==> src/rtl/sticky_accum_unit_pkg.sv <==
// rtl/sticky_accum_unit_pkg.sv - shared FSM states and default parameters for the sticky accumulator
package sticky_accum_unit_pkg;

    localparam int LANES_DEF     = 4;
    localparam int FRAC_W_DEF    = 24;
    localparam int MAX_BEATS_DEF = 4;
    localparam int CNT_W_DEF     = 3;

    typedef enum logic [1:0] {
        IDLE  = 2'd0,
        ACCUM = 2'd1,
        DONE  = 2'd2
    } state_t;

endpackage

==> src/rtl/sticky_lane_acc.sv <==
// rtl/sticky_lane_acc.sv - one lane of OR/AND sticky accumulation; optional guard via STICKY_GUARD_EN
module sticky_lane_acc #(
    parameter int FRAC_W = 24
) (
    input  logic              clk,
    input  logic              rst,
    input  logic              load,
    input  logic              accum,
    input  logic [FRAC_W-1:0] beat,
    input  logic              inv,
    input  logic              en,
    output logic              st1,
    output logic              compen
`ifdef STICKY_GUARD_EN
    ,
    output logic              guard
`endif
);

    logic or_acc;
    logic and_acc;
    logic inv_lat;
    logic en_lat;
    logic load_or;
    logic load_and;

`ifdef STICKY_GUARD_EN
    // The MSB of the first beat is the guard bit and stays out of the sticky reduction.
    localparam logic [FRAC_W-1:0] GUARD_MASK = FRAC_W'(1) << (FRAC_W - 1);
    logic guard_lat;

    assign load_or  = |(beat & ~GUARD_MASK);
    assign load_and = &(beat | GUARD_MASK);

    always_ff @(posedge clk or posedge rst) begin
        if (rst) begin
            guard_lat <= 1'b0;
        end else if (load) begin
            guard_lat <= beat[FRAC_W-1];
        end
    end

    assign guard = en_lat & (guard_lat ^ inv_lat);
`else
    assign load_or  = |beat;
    assign load_and = &beat;
`endif

    always_ff @(posedge clk or posedge rst) begin
        if (rst) begin
            or_acc  <= 1'b0;
            and_acc <= 1'b1;
            inv_lat <= 1'b0;
            en_lat  <= 1'b0;
        end else if (load) begin
            or_acc  <= load_or;
            and_acc <= load_and;
            inv_lat <= inv;
            en_lat  <= en;
        end else if (accum) begin
            or_acc  <= or_acc | (|beat);
            and_acc <= and_acc & (&beat);
        end
    end

    assign st1    = en_lat & (inv_lat ? ~and_acc : or_acc);
    assign compen = en_lat & inv_lat & and_acc;

endmodule

==> src/rtl/sticky_accum_unit.sv <==
// rtl/sticky_accum_unit.sv - multi-lane multi-beat sticky/compensation generator; STICKY_GUARD_EN adds out_guard
module sticky_accum_unit
    import sticky_accum_unit_pkg::*;
#(
    parameter int LANES     = LANES_DEF,
    parameter int FRAC_W    = FRAC_W_DEF,
    parameter int MAX_BEATS = MAX_BEATS_DEF,
    parameter int CNT_W     = CNT_W_DEF
) (
    input  logic                    clk,
    input  logic                    rst,
    input  logic                    in_valid,
    output logic                    in_ready,
    input  logic                    in_first,
    input  logic                    in_last,
    input  logic [LANES*FRAC_W-1:0] in_frac,
    input  logic [LANES-1:0]        in_inv_mask,
    input  logic [LANES-1:0]        in_lane_en,
    output logic                    out_valid,
    input  logic                    out_ready,
    output logic [LANES-1:0]        out_st1,
    output logic [LANES-1:0]        out_compen,
    output logic [CNT_W-1:0]        out_beats,
    output logic                    out_err
`ifdef STICKY_GUARD_EN
    ,
    output logic [LANES-1:0]        out_guard
`endif
);

    localparam logic [CNT_W-1:0] BEAT_SAT = CNT_W'(MAX_BEATS);

    state_t           state;
    state_t           state_nxt;
    logic             accept;
    logic             load;
    logic             accum;
    logic [CNT_W-1:0] beats;
    logic             err;

    assign accept = in_valid & in_ready;

    always_ff @(posedge clk or posedge rst) begin
        if (rst) begin
            state <= IDLE;
        end else begin
            state <= state_nxt;
        end
    end

    // A first beat restarts the operation in both IDLE and ACCUM; non-first beats in IDLE are dropped.
    always_comb begin
        state_nxt = state;
        in_ready  = 1'b0;
        out_valid = 1'b0;
        load      = 1'b0;
        accum     = 1'b0;
        case (state)
            IDLE: begin
                in_ready = 1'b1;
                if (in_valid && in_first) begin
                    load      = 1'b1;
                    state_nxt = in_last ? DONE : ACCUM;
                end
            end
            ACCUM: begin
                in_ready = 1'b1;
                if (in_valid) begin
                    load  = in_first;
                    accum = ~in_first;
                    if (in_last) begin
                        state_nxt = DONE;
                    end
                end
            end
            DONE: begin
                out_valid = 1'b1;
                if (out_ready) begin
                    state_nxt = IDLE;
                end
            end
            default: state_nxt = IDLE;
        endcase
    end

    always_ff @(posedge clk or posedge rst) begin
        if (rst) begin
            beats <= '0;
            err   <= 1'b0;
        end else if (accept) begin
            if (load) begin
                beats <= CNT_W'(1);
                err   <= (state == ACCUM);
            end else if (accum) begin
                if (beats == BEAT_SAT) begin
                    err <= 1'b1;
                end else begin
                    beats <= beats + CNT_W'(1);
                end
            end
        end
    end

    assign out_beats = beats;
    assign out_err   = err;

    for (genvar i = 0; i < LANES; i++) begin : g_lane
        sticky_lane_acc #(
            .FRAC_W (FRAC_W)
        ) u_lane (
            .clk    (clk),
            .rst    (rst),
            .load   (load),
            .accum  (accum),
            .beat   (in_frac[i*FRAC_W +: FRAC_W]),
            .inv    (in_inv_mask[i]),
            .en     (in_lane_en[i]),
            .st1    (out_st1[i]),
            .compen (out_compen[i])
`ifdef STICKY_GUARD_EN
            ,
            .guard  (out_guard[i])
`endif
        );
    end

endmodule
==> config.mk <==
export PLATFORM = sky130hd
export DESIGN_NAME = sticky_accum_unit
export DESIGN_NICKNAME = d
export VERILOG_FILES = /design/src/rtl/sticky_accum_unit_pkg.sv /design/src/rtl/sticky_lane_acc.sv /design/src/rtl/sticky_accum_unit.sv
export SDC_FILE = /design/constraint.sdc
export NUM_CORES = 1
export LEC_CHECK = 0
export BUFFER_PORTS_ARGS = -buffer_cell sky130_fd_sc_hd__buf_2
export CAP_MARGIN = 30
export CORE_MARGIN = 3
export CORE_UTILIZATION = 35
export DETAILED_ROUTE_END_ITERATION = 8
export PLACE_DENSITY = 0.85
export SYNTH_ARGS = -nofsm -noshare
export SYNTH_HDL_FRONTEND = slang
export SYNTH_HIERARCHICAL = 1
export SYNTH_SLANG_ARGS = --single-unit
==> constraint.sdc <==
create_clock -name clk -period 1.5 [get_ports clk]
set_input_delay 0.3 -clock clk [delete_from_list [all_inputs] [get_ports clk]]
set_output_delay 0.3 -clock clk [all_outputs]
set_load 0.05 [all_outputs]
Word level (Yosys, flattened, before mapping)
Cells that the tools add are included.
{"block": "classes", "addsub": 1, "eq_ne": 8, "mux": 39, "bitwise_logic": 26, "reduce_logical": 16}
{"operator": "24-bit AND reduction", "n": 4}
{"operator": "24-bit OR reduction", "n": 4}
{"operator": "1-bit two-way mux", "n": 29}
{"operator": "1-bit bitwise AND", "n": 17}
{"operator": "2-bit two-way mux", "n": 5}
{"operator": "3-bit two-way mux", "n": 3}
{"operator": "2-bit inequality test, second input constant", "n": 4}
{"operator": "2-bit one-hot mux with 3 select lines", "n": 1}
{"operator": "3-bit AND reduction", "n": 2}
{"operator": "1-bit inverter", "n": 5}
{"operator": "1-bit bitwise OR", "n": 4}
{"operator": "4-bit AND reduction", "n": 1}
{"operator": "2-bit nonzero test", "n": 2}
{"operator": "3-bit by 1-bit adder with 3-bit output, second input constant", "n": 1}
{"operator": "3-bit equality test, second input constant", "n": 1}
{"operator": "2-bit by 1-bit equality test with 1-bit output, second input constant", "n": 1}
{"operator": "2-bit equality test, second input constant", "n": 1}
{"operator": "2-bit zero test", "n": 1}
{"operator": "2-bit by 1-bit inequality test with 1-bit output, second input constant", "n": 1}
{"operator": "1-bit one-hot mux with 2 select lines", "n": 1}
{"operator": "2-bit OR reduction", "n": 1}
{"operator": "1-bit logical AND", "n": 1}
{"block": "word_totals", "register_bits": 22, "inputBits": 110, "output_inout_bits": 14, "word_cells": 109}

Depth between registers and ports, before layout
{"block": "depth", "word_depth": 5, "mapped_depth": 5, "ltp_nobuf": 5}

Modules after synthesis
The synthesis kept the hierarchy.
{"mod": "sticky_lane_acc", "instances": 4, "cells_each": 30, "area_each_um2": 285.3, "seq_area_each_um2": 101.3}
{"mod": "sticky_accum_unit", "instances": 1, "cells_each": 33, "area_each_um2": 329.1, "seq_area_each_um2": 150.1}

Worst setup path after synthesis
No wires, ideal clock.
{"block": "synth_timing", "path_kind": "register -> output", "start": "reg state[1]", "end": "out out_valid", "arrival_time_ns": 1.301, "t_required_ns": 1.200, "path_slack_ns": -0.101, "path_stages_with_launch": 3, "path_buffers": 0, "cell_sequence": "dfrtp_1 > inv_1 > nor2_1"}
{"block": "synth_between", "elab_chain_len": 2}
{"element": "from (decl)", "line": "sticky_accum_unit.sv:33", "source": "state_t state;"}
{"element": "from (signal assigned)", "line": "sticky_accum_unit.sv:47", "source": "state <= state_nxt;"}
{"element": "2-bit equality test", "line": "sticky_accum_unit.sv:58", "source": "case (state)"}
{"element": "1-bit two-way mux", "line": "sticky_accum_unit.sv:58"}
{"element": "to (decl)", "line": "sticky_accum_unit.sv:19", "source": "output logic out_valid,"}
Every way passes these cells.

Worst setup path after layout
{"block": "layout_timing", "start": "reg g_lane[1].u_lane.and_acc", "end": "out out_st1[1]"}
{"block": "layout_between", "elab_chain_len": 3}
{"element": "from (decl)", "line": "sticky_lane_acc.sv:21", "source": "logic and_acc;"}
{"element": "from (signal assigned)", "line": "sticky_lane_acc.sv:57", "source": "and_acc <= load_and;"}
{"element": "from (signal assigned)", "line": "sticky_lane_acc.sv:62", "source": "and_acc <= and_acc & (&beat);"}
{"element": "1-bit inverter", "line": "sticky_lane_acc.sv:66", "source": "assign st1 = en_lat & (inv_lat ? ~and_acc : or_acc);"}
{"element": "1-bit two-way mux", "line": "sticky_lane_acc.sv:66"}
{"element": "1-bit bitwise AND", "line": "sticky_lane_acc.sv:66"}
{"element": "to (decl)", "line": "sticky_accum_unit.sv:21", "source": "output logic [LANES-1:0] out_st1,"}
Every way passes these cells.

==> results.py <==
metrics = {
    "clocking": {
        "root_buffer": "sky130_fd_sc_hd__clkbuf_8",
        "clock_tree.buffer_depth": 2,
        "htree_num_levels": 1,
        "clkLatencyLatePin_ns": 0.26,
        "clk_pin_slew_worst_paths_ns": 0.09,
        "cts_made_buffers": 3,
        "clock_sinks": 22,
        "cts_tree": "built",
    },
    "timing": {
        "unrepaired_setup_endpoints_after_global_routing": "yes",
        "slew_headroom_pct": 78.97,
        "final_hold_violation_count": 0,
        "finalWorstSetupSlack_ns": 0.01630,
        "skew_ns": 0.006518,
        "finalCriticalPeriod_ns": 1.484,
        "finalSetupViolations": 0,
        "clock.fmax_ghz": 0.6740,
        "slew_at_the_pin_closest_to_its_max_slew_limit_ns": 0.3126,
        "timing.hold.ws_ns": 0.2196,
        "post-route-period-util_pct": 98.91,
        "timing_max_transition_violations_final": 0,
    },
    "drt": {
        "num_vias": 1799,
        "drt_pre_antenna_iters": 4,
        "drt-total-wl_um": 4351,
        "antenna_left": 0,
        "route.detailed.vias_per_inst": 5.386,
        "routed_wire_length_per_instance_um": 13.03,
        "number_of_drc_markers_in_iteration_0": 50,
        "post-route-drc-count": 0,
    },
    "die": {
        "placeableCoreArea_sq_um": 3854,
        "fp.dieArea_sq_um": 5014,
        "design.portCount": 124,
        "core.rowCount": 22,
        "start_util_pct": 38.15,
        "die_x_um": 70.81,
        "chipHeight_um": 70.81,
    },
    "yosys": {
        "yosysWarnings": 6,
        "synthTopCellsByArea": "sky130_fd_sc_hd__dfrtp_1 (31%), sky130_fd_sc_hd__nand4_1 (10%), sky130_fd_sc_hd__nor4_1 (8.5%), sky130_fd_sc_hd__dfstp_2 (7.1%), sky130_fd_sc_hd__mux2_2 (6.1%)",
        "number_of_synthesized_flops_with_an_enable_pin": 0,
        "share_of_async_settable_or_async_resettable_flops_after_synthesis_pct": 100.0,
        "netlist_area_sq_um": 1470,
        "ys_top_cells_by_count": "sky130_fd_sc_hd__nand4_1 (24), sky130_fd_sc_hd__nor4_1 (20), sky130_fd_sc_hd__dfrtp_1 (18)",
        "yosys.area.top_type_share_pct": 30.64,
        "syn_area_per_cell_sq_um": 9.609,
        "synth_area_leader_cell": "sky130_fd_sc_hd__dfrtp_1",
        "post_synth_inst_count": 153,
        "syn_nets": 265,
        "ys_seq_area_share_pct": 37.79,
        "netlist-cell-type-count": 28,
        "dominantRegCellSynth": "sky130_fd_sc_hd__dfrtp_1",
        "synth.most_common_cell": "sky130_fd_sc_hd__nand4_1",
        "synth_seq_cells": 22,
    },
    "grt": {
        "grt_pass1_vias": 1741,
        "grt_antenna_before_repair": 0,
        "grt_first_pass_wirelength_um": 7031,
        "globalRouteTotalUtil_pct": 16.86,
        "grt_overflow_total": 0,
        "grt_max_degree": 28,
    },
    "placement": {
        "routabilityCongestion": 0.7500,
        "placement.io_buffers": 123,
        "pre_cts_slack_ns": 0.04845,
        "dp_hpwl_um": 3798,
    },
    "critical_path": {
        "cpMaxStageDelayCell": "sky130_fd_sc_hd__dfstp_2",
        "cp.buffers_inverters": 1,
        "reg2reg_depth": 6,
        "critical_path_peak_fanout": 3,
        "cp_top_family": "flip-flops",
        "r2r-end": "g_lane[3].u_lane/or_acc",
        "crit_path_end_kind": "output pin",
        "slowest_delay_ns": 0.54,
        "cp-endpoint": "out_st1[1]",
        "crit_path_cell_trace": "mux2i_1, and2_1, buf_6",
        "critPathLaunch": "g_lane[1].u_lane/and_acc",
        "reg2reg_from": "state[1]",
        "timing.critical_path.from_type": "flop",
        "worst-path-stages": 3,
        "worst-endpoint-required_ns": 1.20,
        "setup.worst_path.class": "flop to output pin",
        "arrival_time_reported_for_the_critical_path_endpoint_ns": 1.18,
        "ff2ff_setup_slack_ns": 0.09,
    },
    "outcome": {
        "run_status": "completed",
    },
    "cells_and_area": {
        "design.final.nets": 399,
        "area_growth_syn_to_layout_pct": 58.72,
        "n_fill_cell": 348,
        "post_route_cells_drive_above_1_share_pct": 55.59,
        "antennaDiodeCount": 0,
    },
    "power": {
        "net-switching-power_uw": 767.2,
        "post-layout-total-power_uw": 2230,
        "power.density_nw_per_um2": 955.7,
        "power.share.switching_pct": 34.40,
        "standby_leakage_power_uw": 0.001132,
        "share_comb_of_total_power_pct": 39.7,
        "clock_power_share_pct": 24.8,
        "seq_pwr_share_pct": 35.5,
        "vdd_drop_max_v": 0.0004761,
        "internal_power_uw": 1463,
    },
    "run": {
        "maxCapViolCount": 0,
    },
    "worst_hold_path": {
        "hold_path.class": "input pin to flop",
    },
}
power groups by stage:
stage,Clock [uW],Combinational (uW),Sequential [uW]
floorplan,0,436,865
global placement,0,792,802
detailed placement,0,814,805
CTS,563,869,794
global route,587,954,811
finish,553,885,792
layer usage:
layer,up-vias,global-route usage [%],part of all wire [%]
li1,911,-,-
met1,814,18.26,37
met2,68,32.13,55
met3,6,3.977,7.2
met4,0,5.010,1.1
met5,-,0,0
worst reg2reg max path, delay by kind of cell (launching register included):
kind,cells,cell delay [ns]
AOI/OAI and AO/OA,2,0.23
buffers and inverters,2,0.29
DFF,1,0.38
and+or+nand+nor,2,0.39
through the flow:
step | cell area [sq um] | TNS (ns) | cells | util, %
floorplan | 1476 | 0 | 153 | -
global placement | 2180 | 0 | 326 | 56.56
detailed placement | 2180 | 0 | 326 | 56.56
CTS | 2296 | 0 | 331 | 59.58
global route | 2333 | -0.09325 | 334 | 60.55
finish | 2333 | 0 | 334 | 60.55
sequential cells by signal, indices dropped and copies added (netlist names):
name and flops:
g_lane.u_lane/inv_lat 4, g_lane.u_lane/or_acc 4, g_lane.u_lane/en_lat 4, g_lane.u_lane/and_acc 4, out_beats 3, out_err 1, state 2
cells by family (layout without fill, tap and decap cells):
group / Yosys count / after routing / share of synthesized area [%]
and+or+nand+nor: 80 / 80 / 34.47
AOI/OAI and AO/OA: 22 / 22 / 12.51
DFF: 22 / 22 / 37.79
muxes: 14 / 14 / 10.21
buffers and inverters: 13 / 146 / 3.319
adders and majority gates: 2 / 2 / 1.702
placed cells by master, fill, tap and decap left out, types with 2 or more instances in the layout:
cell type,count
sky130_fd_sc_hd__dfstp_2,4
sky130_fd_sc_hd__nand2_1,4
sky130_fd_sc_hd__and3_1,5
sky130_fd_sc_hd__o21ai_0,2
sky130_fd_sc_hd__buf_4,6
sky130_fd_sc_hd__nor4_1,20
sky130_fd_sc_hd__o22ai_1,4
sky130_fd_sc_hd__nand4_1,24
sky130_fd_sc_hd__or4_4,4
sky130_fd_sc_hd__mux2i_1,6
sky130_fd_sc_hd__inv_1,12
sky130_fd_sc_hd__ha_1,2
sky130_fd_sc_hd__o221ai_1,4
sky130_fd_sc_hd__and2_1,4
sky130_fd_sc_hd__dfrtp_1,18
sky130_fd_sc_hd__buf_2,114
sky130_fd_sc_hd__mux2_2,8
sky130_fd_sc_hd__a41o_1,4
sky130_fd_sc_hd__or4_1,4
sky130_fd_sc_hd__buf_6,6
sky130_fd_sc_hd__clkbuf_8,3
sky130_fd_sc_hd__o221a_2,4
sky130_fd_sc_hd__nor2_1,7
sky130_fd_sc_hd__nor2_2,3
final cells by class:
| type | count | area (sq um) | area share [%] |
|---|---|---|---|
| sequential | 22 | 555.5 | 23.81 |
| inverter | 13 | 52.55 | 2.252 |
| clock inverter | 1 | 30.03 | 1.287 |
| timing repair buffer | 129 | 720.7 | 30.88 |
| multi-input combinational | 118 | 873.3 | 37.43 |
| tap | 48 | 60.06 | 2.574 |
| clock buffer | 3 | 41.29 | 1.769 |
repair_timing:
action,CTS,global route
setup buffers,0,3
pin swaps,1,3
hold endpoints to repair,18,0
setup endpoints to repair,8,13
resized for setup,12,5
hold buffers,1,0
worst min path at each step:
stage,start,endpoint,slack [ns],cells past startpoint
final,out_ready,state[1],0.22,2
after global routing,out_ready,state[1],0.22,2
after CTS,out_ready,state[1],0.22,2
after detailed placement,rst,g_lane[0].u_lane/en_lat,0.24,2
after global placement,rst,g_lane[3].u_lane/inv_lat,0.24,2
after floorplan,rst,g_lane[0].u_lane/en_lat,0.07,1
No activity file was read; power rests on OpenSTA's default activity.
